$ cat config.mk
export PLATFORM = sky130hd
export DESIGN_NAME = nibble_rle_encoder
export DESIGN_NICKNAME = d
export VERILOG_FILES = /design/src/rtl/nibble_rle_encoder.sv
export SDC_FILE = /design/constraint.sdc
export NUM_CORES = 1
export LEC_CHECK = 0
export ABC_CLOCK_PERIOD_IN_PS = 2200
export CAP_MARGIN = 30
export CORE_MARGIN = 1.5
export CORE_UTILIZATION = 48
export CTS_CLUSTER_SIZE = 30
export DETAILED_ROUTE_END_ITERATION = 6
export PLACE_DENSITY = 0.78
export SLEW_MARGIN = 20
export SYNTH_ARGS = -nofsm -noshare
export SYNTH_HDL_FRONTEND = slang
export SYNTH_SLANG_ARGS = --single-unit
$ cat constraint.sdc
create_clock -name clk -period 2.2 [get_ports clk]
set_input_delay 0.44 -clock clk [delete_from_list [all_inputs] [get_ports clk]]
set_output_delay 0.44 -clock clk [all_outputs]
set_load 0.02 [all_outputs]
$ cat src/rtl/nibble_rle_encoder.sv
// nibble_rle_encoder
// Run-length encoder for a stream of 4-bit samples. Consecutive identical
// nibbles are folded into (value, run-length) pairs. Each pair is presented
// on a registered valid/ready port, and upstream backpressure is exposed
// through in_ready. A run is split when its length reaches the maximum that
// CNT_W bits can hold. A flush closes the open run.

module nibble_rle_encoder #(
   parameter int CNT_W = 4
) (
   input  logic             clk,
   input  logic             reset,
   input  logic [3:0]       in_data,
   input  logic             in_valid,
   output logic             in_ready,
   input  logic             flush,
   output logic [3:0]       out_data,
   output logic [CNT_W-1:0] out_count,
   output logic             out_valid,
   input  logic             out_ready,
   output logic             run_active
);

   // Longest run one pair can describe. Also the run length of 1 used to
   // open a fresh run.
   localparam logic [CNT_W-1:0] MAX_RUN  = {CNT_W{1'b1}};
   localparam logic [CNT_W-1:0] CNT_ONE  = {{(CNT_W-1){1'b0}}, 1'b1};
   localparam logic [CNT_W-1:0] CNT_ZERO = {CNT_W{1'b0}};

   // IDLE: no run is open. RUN: a run is being accumulated.
   typedef enum logic [0:0] {
      ST_IDLE = 1'b0,
      ST_RUN  = 1'b1
   } state_t;

   state_t           state_r;
   state_t           state_nxt_s;
   logic [3:0]       run_val_r;
   logic [3:0]       run_val_nxt_s;
   logic [CNT_W-1:0] run_cnt_r;
   logic [CNT_W-1:0] run_cnt_nxt_s;

   logic [3:0]       out_data_r;
   logic [CNT_W-1:0] out_count_r;
   logic             out_valid_r;

   logic             slot_free_s;
   logic             in_ready_s;
   logic             accept_s;
   logic             flush_go_s;
   logic             extend_s;
   logic             emit_s;
   logic [3:0]       emit_val_s;
   logic [CNT_W-1:0] emit_cnt_s;

   // Handshake decode. The output slot can take a new pair when it is empty
   // or is being drained this cycle. A pending flush holds off new samples,
   // so a sample and a flush never meet on the same edge.
   always_comb begin
      slot_free_s = (~out_valid_r) | out_ready;
      in_ready_s  = slot_free_s & (~flush);
      accept_s    = in_valid & in_ready_s;
      flush_go_s  = flush & slot_free_s;
      extend_s    = (in_data == run_val_r) && (run_cnt_r != MAX_RUN);
   end

   // Next-state and emit decision for the run accumulator.
   always_comb begin
      state_nxt_s   = state_r;
      run_val_nxt_s = run_val_r;
      run_cnt_nxt_s = run_cnt_r;
      emit_s        = 1'b0;
      emit_val_s    = 4'h0;
      emit_cnt_s    = CNT_ZERO;
      case (state_r)
         ST_IDLE: begin
            if (accept_s) begin
               state_nxt_s   = ST_RUN;
               run_val_nxt_s = in_data;
               run_cnt_nxt_s = CNT_ONE;
            end else begin
               // A flush with no open run has nothing to close.
               state_nxt_s = ST_IDLE;
            end
         end
         ST_RUN: begin
            if (accept_s) begin
               state_nxt_s = ST_RUN;
               if (extend_s) begin
                  run_cnt_nxt_s = run_cnt_r + CNT_ONE;
               end else begin
                  // A different value or a saturated count closes the run.
                  // The incoming sample then opens the next run.
                  emit_s        = 1'b1;
                  emit_val_s    = run_val_r;
                  emit_cnt_s    = run_cnt_r;
                  run_val_nxt_s = in_data;
                  run_cnt_nxt_s = CNT_ONE;
               end
            end else if (flush_go_s) begin
               emit_s        = 1'b1;
               emit_val_s    = run_val_r;
               emit_cnt_s    = run_cnt_r;
               state_nxt_s   = ST_IDLE;
               run_cnt_nxt_s = CNT_ZERO;
            end else begin
               // Idle input cycles are transparent to an open run.
               state_nxt_s = ST_RUN;
            end
         end
         default: begin
            state_nxt_s   = ST_IDLE;
            run_val_nxt_s = 4'h0;
            run_cnt_nxt_s = CNT_ZERO;
         end
      endcase
   end

   // Run accumulator state register.
   always_ff @(posedge clk) begin
      if (reset) begin
         state_r   <= ST_IDLE;
         run_val_r <= 4'h0;
         run_cnt_r <= CNT_ZERO;
      end else begin
         state_r   <= state_nxt_s;
         run_val_r <= run_val_nxt_s;
         run_cnt_r <= run_cnt_nxt_s;
      end
   end

   // Output pair register. An emit loads a new pair, which may replace a pair
   // that is retiring on the same edge. Otherwise an accepted pair clears
   // valid, and a stalled pair is held.
   always_ff @(posedge clk) begin
      if (reset) begin
         out_valid_r <= 1'b0;
         out_data_r  <= 4'h0;
         out_count_r <= CNT_ZERO;
      end else if (emit_s) begin
         out_valid_r <= 1'b1;
         out_data_r  <= emit_val_s;
         out_count_r <= emit_cnt_s;
      end else if (out_valid_r && out_ready) begin
         out_valid_r <= 1'b0;
      end else begin
         out_valid_r <= out_valid_r;
      end
   end

   assign in_ready   = in_ready_s;
   assign out_data   = out_data_r;
   assign out_count  = out_count_r;
   assign out_valid  = out_valid_r;
   assign run_active = (state_r == ST_RUN);

endmodule

==> reports/summary.txt, run 1 <==
Post-CTS Resized: 0
Worst path max stage delay: 600 ps
synth cell count leaders: dfxtp_1 (18), mux2i_1 (12), nand2b_1 (12)
dpl cell area: 1130 um^2
starting density of the core: 0.515
Slew @ Worst Pin: 412 ps
Reg power frac: 0.528
CP max FO: 2
power share of the clock group: 0.320
Place WS: 98.0 ps
drt via density: 5.22
sequential area share after synthesis: 0.401
Fin Clk Skew: 13.8 ps
crit end category: output pin
Final nets: 130
cells after synthesis: 95
status: finished, final reports clean
Syn Nets: 105
final instance area: 1170 um^2
first-pass GRT wire length: 2.97 mm
kind of cell adding the most delay to the critical path: buffers and inverters
Tcrit/Tclk final: 0.951
remaining antenna violation count: 0
wire per inst: 12.5 um
DRT Pass-1 Iters: 5
Post-synth EDFFs: 0
crit path max-delay cell type: clkdlybuf4s50_1
Synth top area share: 0.401
Yosys top cell by area: dfxtp_1
clock transition at the registers of the reported paths: 100 ps
reg-to-reg setup timing slack: 550 ps
hold_sp: out_count[1]
Worst setup SP type: input pin
setup TNS: 0 ps
Max Freq: 478 MHz
most used cell along the critical path: clkdlybuf4s50_1
Register-to-Register Path Depth: 5
hold buffers post-CTS: 0
synth warn: 0
Die Span X: 46.3 um
Die H: 46.3 um
Internal: 0.483 mW
Layout Area Growth over Synthesis: 30.4%
sw frac: 0.254
Final Slew Violations: 0
vias: 751
Mapped Avg Cell Area: 9.46 um^2
WHS Path Cells: 2
number of diodes: 0
dpl hpwl: 1.37 mm
Hold Crit Class: flip-flop to flip-flop
die area: 2140 um^2
Max clock buf depth: 2
layout cells sized above 1: 0.101
Post-synth top flop: dfxtp_1
CTS Root Cell: clkbuf_4
RD Place Congestion: 0.815
critical path, cell by cell: clkdlybuf4s50_1 > nor2b_1 > nor2_1 > clkdlybuf4s50_1
PnR worst setup slack: 109 ps
number of CTS-inserted buffers: 3
Core Area: 1750 um^2
crit path kind: input pin to output pin
Area contributors post-synth: dfxtp_1 (40%), mux2i_1 (13%), nand2b_1 (8.4%), nand2_1 (4.2%), xor2_1 (3.9%)
number of global-route vias before repair: 691
worst r2r src: run_cnt_r[0]
htree depth: 1
Layout Utilization: 0.671
hold endpoint: out_count[1]
Pwr per Cell Area: 553 nW/um^2
CTS tree: yes
DRC viols: 0
largest net degree at the start of global routing: 15
Final Setup Violations: 0
worst endpoint required time: 1760 ps
Max Cap Viol: 0
mapped cell area: 898 um^2
Placement Rows: 15
logic gate share of total power: 0.152
Total Routing Usage GR: 0.195
final worst path period need: 2090 ps
maximum vdd ir drop: 0.359 mV
PortBufs: 19
Congestion Overflow GR: 0
Net Switching: 0.164 mW
Clock Sink Count: 18
CP arrival: 1650 ps
clock latency on the worst-skew pair: 300 ps
Routed Wire Length: 1.79 mm
Post-synth ARST share: 0
post-CTS setup buffers: 0
top-count cell post-synth: dfxtp_1
FF-to-FF End: out_data[3]
Detailed Route Iter0 Violations: 13
buffers plus inverters on the worst setup path: 2
Seq cells post-synth: 18
num ports: 20
Pleak: 0.445 nW
antenna violations before repair: 0
Yosys cell types: 28
Relative slew margins: 0.724
RSZ-0062 raised after global routing: no
final hold violation count: 0
Worst Hold Slack: 463 ps
-- worst reg2reg max path: stages, from the launching register on --
cell and delay (ps):
dfxtp_1 370, ha_1 250, and3_4 200, nor3_1 300, a21o_1 270, mux2i_1 210
-- power by group through the flow --
stage | clock (mW) | combinational [mW] | sequential (mW)
3_3_place_gp | 0 | 0.0963 | 0.348
2_1_floorplan | 0 | 0.0553 | 0.351
4_1_cts | 0.207 | 0.0989 | 0.342
6_report | 0.207 | 0.0982 | 0.342
5_1_grt | 0.217 | 0.107 | 0.343
3_5_place_dp | 0 | 0.0983 | 0.349
-- routing by layer --
metal	global-route usage	vias up	part of all wire
li1	-	390	-
met1	0.260	348	0.48
met2	0.317	9	0.48
met3	0.0275	4	0.022
met4	0.0686	0	0.017
met5	0	-	0
-- metrics by stage --
stage / cells / total power [mW]
floorplan: 95 / 0.407
global placement: 140 / 0.445
detailed placement: 140 / 0.447
CTS: 144 / 0.647
global route: 144 / 0.667
finish: 144 / 0.647
-- logic make-up (layout without fill, tap and decap cells) --
family          Yosys count  after routing  share of synthesized area
buf+inv                   3             27                     0.0125
flops                    18             18                      0.401
compound gates           11             11                     0.0933
mux                      12             12                      0.134
xor+xnor                  4              4                     0.0390
fa+ha+maj                 1              1                     0.0139
simple gates             46             46                      0.306
-- cell usage in the layout (no fill, tap or decap), types with 4 or more instances in the layout --
master / netlist / layout
clkdlybuf4s50_1: 0 / 19
dfxtp_1: 18 / 18
nand2b_1: 12 / 12
mux2i_1: 12 / 12
nand2_1: 10 / 10
nand4_1: 5 / 5
nand3_1: 5 / 5
nor2_1: 4 / 4
xor2_1: 4 / 4
-- area by class of cell --
| class | instances | area, um^2 |
|---|---|---|
| Sequential cell | 18 | 360 |
| Fill cell | 142 | 574 |
| Tap cell | 25 | 31.3 |
| Timing Repair Buffer | 22 | 213 |
| Inverter | 1 | 3.75 |
| Clock buffer | 4 | 36.3 |
| Multi-Input combinational cell | 74 | 527 |
-- worst max path at each step --
stage / end / cells past startpoint / startpoint / slack [ps]
finish: in_ready / 4 / out_ready / 110
global route: in_ready / 4 / out_ready / 30
CTS: in_ready / 4 / out_ready / 90
detailed placement: in_ready / 4 / out_ready / 100
global placement: in_ready / 4 / out_ready / 120
floorplan: run_cnt_r[0] / 5 / run_cnt_r[0] / 630
-- flip-flops by register name, summed over array words and instances (netlist names) --
register and cells:
run_active 1, out_valid 1, out_count 4, run_val_r 4, run_cnt_r 4, out_data 4
Power figures use the tool's default switching activity.
==> run 2: changes to the inputs <==
--- a/config.mk
+++ b/config.mk
@@ -7,12 +7,14 @@
 export LEC_CHECK = 0
 export ABC_CLOCK_PERIOD_IN_PS = 2200
 export CAP_MARGIN = 30
+export CELL_PAD_IN_SITES_DETAIL_PLACEMENT = 1
+export CELL_PAD_IN_SITES_GLOBAL_PLACEMENT = 2
 export CORE_MARGIN = 1.5
-export CORE_UTILIZATION = 48
+export CORE_UTILIZATION = 29
 export CTS_CLUSTER_SIZE = 30
 export DETAILED_ROUTE_END_ITERATION = 6
-export PLACE_DENSITY = 0.78
-export SLEW_MARGIN = 20
+export PLACE_DENSITY = 0.77
+export SLEW_MARGIN = 0
 export SYNTH_ARGS = -nofsm -noshare
 export SYNTH_HDL_FRONTEND = slang
 export SYNTH_SLANG_ARGS = --single-unit
==> reports/summary.txt, run 2 (synthesized netlist as in run 1, its figures left out) <==
final hold violation count: 0
hold buffers post-CTS: 0
starting density of the core: 0.299
multi-input logic area: 527 um^2
Die H: 58.7 um
crit path kind: input pin to output pin
maximum vdd ir drop: 0.273 mV
Clock Sink Count: 18
fill count: 358
RD Place Congestion: 0.708
Register-to-Register Path Depth: 5
Worst setup SP type: input pin
Layout Area Growth over Synthesis: 31.5%
most common cell after layout, fill and taps aside: clkdlybuf4s50_1
Worst path max stage delay: 610 ps
Placement Rows: 20
Post-CTS Resized: 0
RSZ-0062 raised after global routing: no
Core Area: 3000 um^2
Worst Hold Slack: 467 ps
CP max FO: 2
final std cells w/o fill: 152
clock transition at the registers of the reported paths: 120 ps
crit path max-delay cell type: clkdlybuf4s50_1
Relative slew margins: 0.720
critical path, cell by cell: clkdlybuf4s50_1 > nor2b_1 > nor2_1 > clkdlybuf4s50_1
PortBufs: 19
Final nets: 130
CTS tree: yes
PnR worst setup slack: 82.2 ps
first-pass GRT wire length: 3.55 mm
Total Routing Usage GR: 0.136
Tcrit/Tclk final: 0.963
Detailed Route Iter0 Violations: 7
largest net degree at the start of global routing: 12
drt via density: 5.02
Storage cell area: 360 um^2
number of global-route vias before repair: 778
Fin Clk Skew: 8.67 ps
Congestion Overflow GR: 0
final worst path period need: 2120 ps
most used cell along the critical path: clkdlybuf4s50_1
Die Span X: 58.7 um
Final Setup Violations: 0
CTS Root Cell: clkbuf_4
number of CTS-inserted buffers: 3
Max Cap Viol: 0
dpl cells: 148
Pleak: 0.445 nW
crit end category: output pin
WHS Path Cells: 2
htree depth: 1
number of diodes: 0
Pwr per Cell Area: 554 nW/um^2
Max Freq: 472 MHz
clock latency on the worst-skew pair: 300 ps
num ports: 20
commonest cells after routing, fill and taps aside: clkdlybuf4s50_1 (19), dfxtp_1 (18), nand2b_1 (12), mux2i_1 (12), nand2_1 (10)
CP arrival: 1680 ps
Place WS: 82.2 ps
Hold Crit Class: flip-flop to flip-flop
post-CTS setup buffers: 0
dpl hpwl: 1.53 mm
layout cells sized above 1: 0.101
Pwr Total: 0.655 mW
antenna violations before repair: 0
Final Slew Violations: 0
Max clock buf depth: 2
vias: 763
die area: 3440 um^2
worst endpoint required time: 1760 ps
wire per inst: 13.2 um
DRC viols: 0
status: finished, final reports clean
DRT Pass-1 Iters: 4
Routed Wire Length: 2.01 mm
remaining antenna violation count: 0
Slew @ Worst Pin: 419 ps
setup TNS: 0 ps
==> run 2: cell counts in the layout (fill, tap and decap cells not counted) <==
No cell type changed its count.
==> run 2: final cells by class <==
| class | instances | share of cell area |
|---|---|---|
| repair buffers | 22 | 0.180 |
| inverters | 1 | 0.00318 |
| clock buffers | 4 | 0.0307 |
| multi-input cells | 74 | 0.446 |
| well taps | 33 | 0.0350 |
| flip-flops and latches | 18 | 0.305 |
==> run 2: critical path, delay by kind of cell <==
kind,cells,cell delay [ps]
AND/OR/NAND/NOR,2,140
buffers and inverters,2,1090
==> run 2: per-layer routing <==
| layer | track usage | vias to the layer above | part of all wire |
|---|---|---|---|
| met2 | 0.213 | 8 | 0.47 |
| li1 | - | 387 | - |
| met1 | 0.186 | 366 | 0.50 |
| met5 | 0 | - | 0 |
| met4 | 0.0584 | 0 | 0.0075 |
| met3 | 0.0198 | 2 | 0.022 |
==> run 2: worst paths after layout <==
kind	start	to	slack, ps
worst max register to register	run_cnt_r[0]	out_data[2]	540
worst min register to register	out_data[0]	out_data[0]	470
worst min-delay path	out_data[0]	out_data[0]	470
worst max-delay path	out_ready	in_ready	80
==> run 2: power breakdown <==
group          total [mW]  switching, mW  internal, mW  leakage, nW
Sequential          0.341        0.00694         0.335        0.146
Combinational      0.0988         0.0515        0.0474        0.278
Clock               0.215          0.114         0.101       0.0210
Total               0.655          0.172         0.483        0.445
==> run 2: through the flow <==
stage,instance area [um^2],utilization
after CTS,1180,0.393
after global placement,1140,0.381
after detailed placement,1140,0.381
final,1180,0.393
after global routing,1180,0.393
after floorplan,898,-
